--- config.mk ---
export PLATFORM = sky130hd
export DESIGN_NAME = uart_frame_parser_flat
export DESIGN_NICKNAME = d
export VERILOG_FILES = /design/src/rtl/uart_pkg.sv /design/src/rtl/uart_frame_parser_if.sv /design/src/rtl/frame_timeout_timer.sv /design/src/rtl/uart_frame_parser.sv /design/src/flat_wrapper.sv
export SDC_FILE = /design/constraint.sdc
export NUM_CORES = 1
export LEC_CHECK = 0
export CORE_UTILIZATION = 29
export DETAILED_ROUTE_END_ITERATION = 7
export PLACE_DENSITY = 0.53
export SLEW_MARGIN = 25
export SYNTH_ARGS = -nofsm -noshare
export SYNTH_HDL_FRONTEND = slang
export SYNTH_HIERARCHICAL = 1
export SYNTH_SLANG_ARGS = --single-unit
--- constraint.sdc ---
create_clock -name sys_clk -period 3.85 [get_ports sys_clk]
set_clock_uncertainty 0.05 [all_clocks]
set_input_delay 0.77 -clock sys_clk [delete_from_list [all_inputs] [get_ports sys_clk]]
set_output_delay 0.77 -clock sys_clk [all_outputs]
set_load 0.02 [all_outputs]
--- src/rtl/uart_pkg.sv ---
// ============================================================================
//  Module      : uart_pkg
//  Description : Shared types and constants for the UART frame parser.
//                Holds the frame FSM state encoding, the error codes reported
//                on err_code, the UART bit timing and the default sync bytes.
//  Revision    : 1.0  initial release
// ============================================================================
`default_nettype none

package uart_pkg;

    // Frame parser states
    typedef enum logic [2:0] {
        IDLE    = 3'd0,
        SYNC    = 3'd1,
        LEN     = 3'd2,
        PAYLOAD = 3'd3,
        CHK     = 3'd4
    } state_t;

    // Error codes reported on err_code
    localparam logic [1:0] ERR_LEN = 2'd1;
    localparam logic [1:0] ERR_CHK = 2'd2;
    localparam logic [1:0] ERR_TMO = 2'd3;

    // 50 MHz / 9600 baud
    localparam int CLKS_PER_BIT = 5208;

    // Default sync bytes
    localparam logic [7:0] HDR0_DEFAULT = 8'h55;
    localparam logic [7:0] HDR1_DEFAULT = 8'hAA;

endpackage

`default_nettype wire

--- src/rtl/uart_frame_parser_if.sv ---
// ============================================================================
//  Module      : uart_frame_parser_if
//  Description : Signal bundle between uart_rx / command logic and the frame
//                parser.
//                  pi_data/pi_flag   byte stream from uart_rx
//                  rd_addr/rd_data   payload buffer read port (1-cycle latency)
//                  pkt_valid/pkt_len good-frame report
//                  err_pulse/err_code frame rejection report
//                  busy              parser is inside a frame
//                  good_cnt/err_cnt  statistics counters
//                modport slave  : the parser
//                modport master : the environment driving it
//  Revision    : 1.0  initial release
// ============================================================================
`default_nettype none

interface uart_frame_parser_if #(
    parameter int MAX_LEN = 16
);
    localparam int ADDR_W = $clog2(MAX_LEN);
    localparam int LEN_W  = ADDR_W + 1;

    logic [7:0]        pi_data;
    logic              pi_flag;
    logic [ADDR_W-1:0] rd_addr;
    logic [7:0]        rd_data;
    logic              pkt_valid;
    logic [LEN_W-1:0]  pkt_len;
    logic              busy;
    logic              err_pulse;
    logic [1:0]        err_code;
    logic [15:0]       good_cnt;
    logic [15:0]       err_cnt;

    modport slave (
        input  pi_data, pi_flag, rd_addr,
        output rd_data, pkt_valid, pkt_len, busy, err_pulse, err_code,
               good_cnt, err_cnt
    );

    modport master (
        output pi_data, pi_flag, rd_addr,
        input  rd_data, pkt_valid, pkt_len, busy, err_pulse, err_code,
               good_cnt, err_cnt
    );

endinterface

`default_nettype wire

--- src/rtl/frame_timeout_timer.sv ---
// ============================================================================
//  Module      : frame_timeout_timer
//  Description : Inter-byte watchdog. Counts while enabled, restarts on
//                clear, and pulses o_expire in the cycle the count reaches
//                TIMEOUT_CLKS-1 without a clear.
//                  clk, rst  clock / synchronous active-high reset
//                  i_clear   restart the count (takes priority)
//                  i_enable  count this cycle
//                  o_expire  combinational one-cycle expiry indication
//  Revision    : 1.0  initial release
// ============================================================================
`default_nettype none

module frame_timeout_timer #(
    parameter int TIMEOUT_CLKS = 104160
) (
    input  wire logic clk,
    input  wire logic rst,
    input  wire logic i_clear,
    input  wire logic i_enable,
    output logic      o_expire
);

    localparam int CNT_W = $clog2(TIMEOUT_CLKS + 1);
    localparam logic [CNT_W-1:0] c_last = CNT_W'(TIMEOUT_CLKS - 1);

    logic [CNT_W-1:0] r_count;

    always_ff @(posedge clk) begin
        if (rst || i_clear) begin
            r_count <= '0;
        end else if (i_enable) begin
            r_count <= (r_count == c_last) ? '0 : r_count + 1'b1;
        end
    end

    // A byte arriving on the expiry cycle clears the timer and wins
    assign o_expire = i_enable && !i_clear && (r_count == c_last);

endmodule

`default_nettype wire

--- src/rtl/uart_frame_parser.sv ---
// ============================================================================
//  Module      : uart_frame_parser
//  Description : Assembles the uart_rx byte stream into frames
//                  HDR0, HDR1, LEN, LEN payload bytes, CHK
//                where CHK is the 8-bit wrapping sum of LEN and the payload.
//                Good frames store the payload in an in-place buffer and
//                pulse pkt_valid; bad length, bad checksum or an inter-byte
//                stall pulse err_pulse with err_code.
//                  sys_clk, sys_rst  clock / synchronous active-high reset
//                  bus (slave)       byte input, buffer read port, status
//                Build option: define UART_PARSER_STATS_EN to implement the
//                saturating good_cnt/err_cnt counters; otherwise they are 0.
//  Revision    : 1.0  initial release
// ============================================================================
`default_nettype none

module uart_frame_parser
    import uart_pkg::*;
#(
    parameter int         MAX_LEN      = 16,
    parameter int         TIMEOUT_CLKS = 104160,
    parameter logic [7:0] HDR0         = HDR0_DEFAULT,
    parameter logic [7:0] HDR1         = HDR1_DEFAULT
) (
    input  wire logic          sys_clk,
    input  wire logic          sys_rst,
    uart_frame_parser_if.slave bus
);

    localparam int ADDR_W = $clog2(MAX_LEN);
    localparam int LEN_W  = ADDR_W + 1;
    localparam logic [7:0] c_max_len = 8'(MAX_LEN);

    state_t r_state, w_state_nxt;

    logic [7:0]        r_buf [MAX_LEN];
    logic [7:0]        r_len;
    logic [7:0]        r_sum;
    logic [ADDR_W-1:0] r_idx;
    logic [7:0]        r_rd_data;
    logic              r_pkt_valid;
    logic [LEN_W-1:0]  r_pkt_len;
    logic              r_err_pulse;
    logic [1:0]        r_err_code;

    logic       w_buf_we;
    logic       w_len_ld;
    logic       w_good;
    logic       w_err;
    logic [1:0] w_err_code;
    logic       w_expire;
    logic       w_in_idle;

    assign w_in_idle = (r_state == IDLE);

    frame_timeout_timer #(
        .TIMEOUT_CLKS(TIMEOUT_CLKS)
    ) u_timer (
        .clk      (sys_clk),
        .rst      (sys_rst),
        .i_clear  (bus.pi_flag || w_in_idle),
        .i_enable (!w_in_idle),
        .o_expire (w_expire)
    );

    always_ff @(posedge sys_clk) begin
        if (sys_rst) begin
            r_state <= IDLE;
        end else begin
            r_state <= w_state_nxt;
        end
    end

    always_comb begin
        w_state_nxt = r_state;
        w_buf_we    = 1'b0;
        w_len_ld    = 1'b0;
        w_good      = 1'b0;
        w_err       = 1'b0;
        w_err_code  = ERR_LEN;
        // Expiry can only fire on a cycle without pi_flag
        if (w_expire) begin
            w_state_nxt = IDLE;
            w_err       = 1'b1;
            w_err_code  = ERR_TMO;
        end else if (bus.pi_flag) begin
            case (r_state)
                IDLE: begin
                    if (bus.pi_data == HDR0) w_state_nxt = SYNC;
                end
                SYNC: begin
                    // A repeated HDR0 is treated as a fresh frame start
                    if (bus.pi_data == HDR1)      w_state_nxt = LEN;
                    else if (bus.pi_data == HDR0) w_state_nxt = SYNC;
                    else                          w_state_nxt = IDLE;
                end
                LEN: begin
                    if ((bus.pi_data != 8'd0) && (bus.pi_data <= c_max_len)) begin
                        w_len_ld    = 1'b1;
                        w_state_nxt = PAYLOAD;
                    end else begin
                        w_err       = 1'b1;
                        w_err_code  = ERR_LEN;
                        w_state_nxt = IDLE;
                    end
                end
                PAYLOAD: begin
                    w_buf_we = 1'b1;
                    if (8'(r_idx) == r_len - 8'd1) w_state_nxt = CHK;
                end
                CHK: begin
                    if (bus.pi_data == r_sum) begin
                        w_good = 1'b1;
                    end else begin
                        w_err      = 1'b1;
                        w_err_code = ERR_CHK;
                    end
                    w_state_nxt = IDLE;
                end
                default: w_state_nxt = IDLE;
            endcase
        end
    end

    always_ff @(posedge sys_clk) begin
        if (sys_rst) begin
            r_len       <= '0;
            r_sum       <= '0;
            r_idx       <= '0;
            r_rd_data   <= '0;
            r_pkt_valid <= 1'b0;
            r_pkt_len   <= '0;
            r_err_pulse <= 1'b0;
            r_err_code  <= '0;
        end else begin
            r_pkt_valid <= w_good;
            r_err_pulse <= w_err;
            r_rd_data   <= r_buf[bus.rd_addr];
            if (w_good) r_pkt_len  <= LEN_W'(r_len);
            if (w_err)  r_err_code <= w_err_code;
            if (w_len_ld) begin
                r_len <= bus.pi_data;
                r_sum <= bus.pi_data;
                r_idx <= '0;
            end
            if (w_buf_we) begin
                r_sum <= r_sum + bus.pi_data;
                r_idx <= r_idx + 1'b1;
            end
        end
    end

    // Payload storage is not reset; contents are only meaningful after a
    // good frame and until the next accepted LEN byte.
    always_ff @(posedge sys_clk) begin
        if (w_buf_we) r_buf[r_idx] <= bus.pi_data;
    end

    assign bus.rd_data   = r_rd_data;
    assign bus.pkt_valid = r_pkt_valid;
    assign bus.pkt_len   = r_pkt_len;
    assign bus.err_pulse = r_err_pulse;
    assign bus.err_code  = r_err_code;
    assign bus.busy      = !w_in_idle;

`ifdef UART_PARSER_STATS_EN
    logic [15:0] r_good_cnt;
    logic [15:0] r_err_cnt;

    always_ff @(posedge sys_clk) begin
        if (sys_rst) begin
            r_good_cnt <= '0;
            r_err_cnt  <= '0;
        end else begin
            if (r_pkt_valid && (r_good_cnt != 16'hFFFF)) r_good_cnt <= r_good_cnt + 16'd1;
            if (r_err_pulse && (r_err_cnt  != 16'hFFFF)) r_err_cnt  <= r_err_cnt  + 16'd1;
        end
    end

    assign bus.good_cnt = r_good_cnt;
    assign bus.err_cnt  = r_err_cnt;
`else
    assign bus.good_cnt = '0;
    assign bus.err_cnt  = '0;
`endif

endmodule

`default_nettype wire

--- src/flat_wrapper.sv ---
// flat-port wrapper written by rule: the top's interface ports become plain ports
module uart_frame_parser_flat import uart_pkg::*;
#(
    parameter int         MAX_LEN      = 16,
    parameter int         TIMEOUT_CLKS = 104160,
    parameter logic [7:0] HDR0         = HDR0_DEFAULT,
    parameter logic [7:0] HDR1         = HDR1_DEFAULT
)
  (sys_clk, sys_rst, bus_pi_data, bus_pi_flag, bus_rd_addr, bus_rd_data, bus_pkt_valid, bus_pkt_len, bus_busy, bus_err_pulse, bus_err_code, bus_good_cnt, bus_err_cnt);
  uart_frame_parser_if #(.MAX_LEN(MAX_LEN)) bus_i ();
  input  wire logic sys_clk;
  input  wire logic sys_rst;
  input wire logic [$bits(bus_i.pi_data)-1:0] bus_pi_data;
  input wire logic [$bits(bus_i.pi_flag)-1:0] bus_pi_flag;
  input wire logic [$bits(bus_i.rd_addr)-1:0] bus_rd_addr;
  output wire logic [$bits(bus_i.rd_data)-1:0] bus_rd_data;
  output wire logic [$bits(bus_i.pkt_valid)-1:0] bus_pkt_valid;
  output wire logic [$bits(bus_i.pkt_len)-1:0] bus_pkt_len;
  output wire logic [$bits(bus_i.busy)-1:0] bus_busy;
  output wire logic [$bits(bus_i.err_pulse)-1:0] bus_err_pulse;
  output wire logic [$bits(bus_i.err_code)-1:0] bus_err_code;
  output wire logic [$bits(bus_i.good_cnt)-1:0] bus_good_cnt;
  output wire logic [$bits(bus_i.err_cnt)-1:0] bus_err_cnt;
  assign bus_i.pi_data = bus_pi_data;
  assign bus_i.pi_flag = bus_pi_flag;
  assign bus_i.rd_addr = bus_rd_addr;
  assign bus_rd_data = bus_i.rd_data;
  assign bus_pkt_valid = bus_i.pkt_valid;
  assign bus_pkt_len = bus_i.pkt_len;
  assign bus_busy = bus_i.busy;
  assign bus_err_pulse = bus_i.err_pulse;
  assign bus_err_code = bus_i.err_code;
  assign bus_good_cnt = bus_i.good_cnt;
  assign bus_err_cnt = bus_i.err_cnt;
  uart_frame_parser #(.MAX_LEN(MAX_LEN), .TIMEOUT_CLKS(TIMEOUT_CLKS), .HDR0(HDR0), .HDR1(HDR1)) u_core (.sys_clk(sys_clk), .sys_rst(sys_rst), .bus(bus_i));
endmodule
==> impl_metrics.csv <==
group,metric,value,unit
drt,dr.pass1.iters,4,
layout,final_cell_mix,"edfxtp_1, dfxtp_1, nor2_1",
clock_network,cts-root-buf,"clkbuf_16",
synth,synth_seq_cells,185,
layout,seq_area,4980,µm²
placement,post-place-ws,0.433,ns
synth,ys_top_cells_by_area,"edfxtp_1, dfxtp_1, mux4_2, buf_4, nor2_1",
layout,final_cell_count_no_fill,1021,
layout,fin_util,0.347,
floorplanning,die_w,169,µm
synth,synth_enable_flop_cells,128,
layout,layout_commonest_cell,"edfxtp_1",
placement,gp_congestion,0.797,
clock_network,cts.sinks,185,
min_path,hold_class,"reg2reg",
power_and_ir_drop,p_leak,0.00312,µW
clock_network,cts_buffers,17,
placement,dp_hpwl,13.1,mm
synth,muxShareOfSynthArea,0.117,
critical_path,path_buf_inv,2,
clock_network,h-tree-depth,4,
critical_path,path_max_fanout,11,
layout,drive_gt1_frac,0.179,
clock_network,post-cts-setup-buffers,0,
layout,multi_input_area,2800,µm²
placement,portBuffers,32,
placement,place_inst,989,
run,maxCapViolCount,0,
grt,grt_pass1_vias,4815,
synth,synth_top_family_by_area,"simple AND/OR/NAND/NOR gates",
synth,yosysUniqueCellTypes,58,
layout,area_growth_syn_to_layout,16.6,%
synth,synthXorXnorAreaFrac,0.0270,
timing,finalCritPeriodShare,0.830,
floorplanning,core,27200,µm²
timing,finalCriticalPeriod,3.19,ns
grt,antenna_found_initial,0,
timing,fin_ws,0.655,ns
synth,synthCells,575,
critical_path,crit_path_start_kind,"flop",
timing,clock.fmax,0.313,GHz
clock_network,clock_path_buffers,2,
timing,tightestPinTransition,0.816,ns
synth,synth_compound_area_frac,0.0419,
run_status,run_status,"completed",
drt,post_drt_via_cell_ratio,4.73,
grt,grt_use_total,0.134,
synth,synth_area,8100,µm²
floorplanning,start_util,0.298,
synth,synthSimpleGateAreaFrac,0.123,
synth,synth_flop_cell,"edfxtp_1",
layout,diodes,0,
critical_path,critical_path_arrival,3.28,ns
timing,setup_viol,0,
drt,ant_nets,0,
critical_path,cp_cell_sequence,"nor3_1, inv_1, nand2_1, or2_2, nor4_1, nor3b_2, and2_1, nand2_1, nor3_1, buf_4",
power_and_ir_drop,p_per_area,429,nW/µm²
floorplanning,die_height,169,µm
synth,syn_area_per_cell,14.1,µm²
grt,grt_max_degree,40,
critical_path,crit_required,3.93,ns
critical_path,cpLargestDelayFamily,"simple AND/OR/NAND/NOR gates",
clock_network,hold_buffers,0,
critical_path,cp_slowest_stage_delay,0.48,ns
critical_path,crit_path_end_kind,"flop",
timing,slew_headroom,0.456,
floorplanning,die_area,28600,µm²
drt,num_vias,4828,
power_and_ir_drop,ir_worst_vdd,0.292,mV
synth,synthArstFlopShare,0,
drt,drcViolationCount,0,
synth,synth_top_area_frac,0.475,
grt,overflow,0,
timing,rsz0062_at_grt,"false",
synth,synth-adder-area-share,0.0226,
timing,slew_viol_final,0,
drt,drt_iter0_markers,296,
clock_network,clk_latency,0.44,ns
clock_network,cts_tree,"yes",
floorplanning,io_pins,65,
floorplanning,fp-row-count,60,
layout,fill_cells,2637,
clock_network,clkTransAtPathRegs,0.07,ns
layout,nets,665,
timing,hold_viol_final,0,
timing,holdWs,0.413,ns
drt,wire_per_inst,18.1,µm
critical_path,criticalPathCategory,"reg2reg",
critical_path,crit_slowest_cell,"and2_1",
timing,tns,0,ns
clock_network,postCtsResizedCells,0,
synth,yosys.area.top_type,"edfxtp_1",
synth,yosysSeqAreaShare,0.616,
synth,synth.yosys.warnings,6,
drt,routed_wl,18.4,mm
grt,grt_pass1_wl,28.4,mm
## area by class of cell
class	instances	area share
Clock buffer	19	0.0458
Tap cell	372	0.0493
Multi-Input combinational cell	353	0.297
Inverter	14	0.00557
Timing Repair Buffer	65	0.0610
Clock inverter	13	0.0139
Sequential cell	185	0.528
## flip-flops by register name, indices dropped and copies added, names as in the netlist, 2 cells and up
signal                  cells
u_core/bus.err_code         2
u_core/bus.pkt_len          5
u_core/bus.rd_data          8
u_core/r_buf              128
u_core/r_idx                4
u_core/r_len                8
u_core/r_state              3
u_core/r_sum                8
u_core/u_timer/r_count     17
## power by group
| group | leakage [µW] | total [µW] | switching (µW) | internal (µW) |
|---|---|---|---|---|
| clock | 0.000274 | 1660 | 799 | 860 |
| combinational | 0.00123 | 256 | 154 | 102 |
| sequential | 0.00161 | 2140 | 5.70 | 2130 |
| total | 0.00312 | 4050 | 958 | 3090 |
## worst register-to-register path: stages, from the launching register on
cell	delay, ns
dfxtp_1	0.40
nor3_1	0.23
inv_1	0.21
nand2_1	0.32
or2_2	0.22
nor4_1	0.07
nor3b_2	0.28
and2_1	0.48
nand2_1	0.25
nor3_1	0.19
buf_4	0.20
## cells by family (layout without fill, tap and decap cells)
family                     count (synthesis)  after routing
muxes                                     43             43
and+or+nand+nor                          187            187
adders and majority gates                 14             14
xor gates and xnor gates                  25             25
other                                      1             32
AOI/OAI and AO/OA                         52             52
DFF                                      185            185
buffers and inverters                     68            111
## cells in the mapped netlist, drive strengths merged, types with 2 or more instances
cell type and number:
mux4 40, or4 3, o21ai 8, edfxtp 128, nand3b 6, nor2 48, ha 13, nor4 13
inv 14, nand3 9, nor3 17, a31oi 6, nand4 13, nand2 40, xnor2 16, nand2b 8
or3 6, mux2i 3, and2 4, xor2 9, a21oi 22, a211o 2, clkbuf 6, buf 48
and4 2, dfxtp 57, o31ai 5, nor2b 13
## through the flow
step	total power, µW	instance area, µm²
2_1_floorplan	2360	8210
3_3_place_gp	2440	8880
3_5_place_dp	2440	8880
4_1_cts	4100	9440
5_1_grt	4180	9440
6_report	4050	9440
## layer usage
| metal | wire, µm | share of wire | GRT usage |
|---|---|---|---|
| met1 | 7930 | 0.43 | 0.167 |
| met2 | 9310 | 0.50 | 0.229 |
| met3 | 801 | 0.043 | 0.0288 |
| met4 | 395 | 0.021 | 0.0497 |
| met5 | 0 | 0 | 0 |
## final timing paths
check	start	endpoint	slack [ns]	cells after the start
worst max-delay path	u_core/r_state[1]	u_core/r_buf[3][3]	0.66	10
worst min-delay path	u_core/bus.err_code[1]	u_core/bus.err_code[1]	0.41	2
worst max register to register	u_core/r_state[1]	u_core/r_buf[3][3]	0.66	10
worst min register to register	u_core/bus.err_code[1]	u_core/bus.err_code[1]	0.41	2
Power figures use the tool's default switching activity.
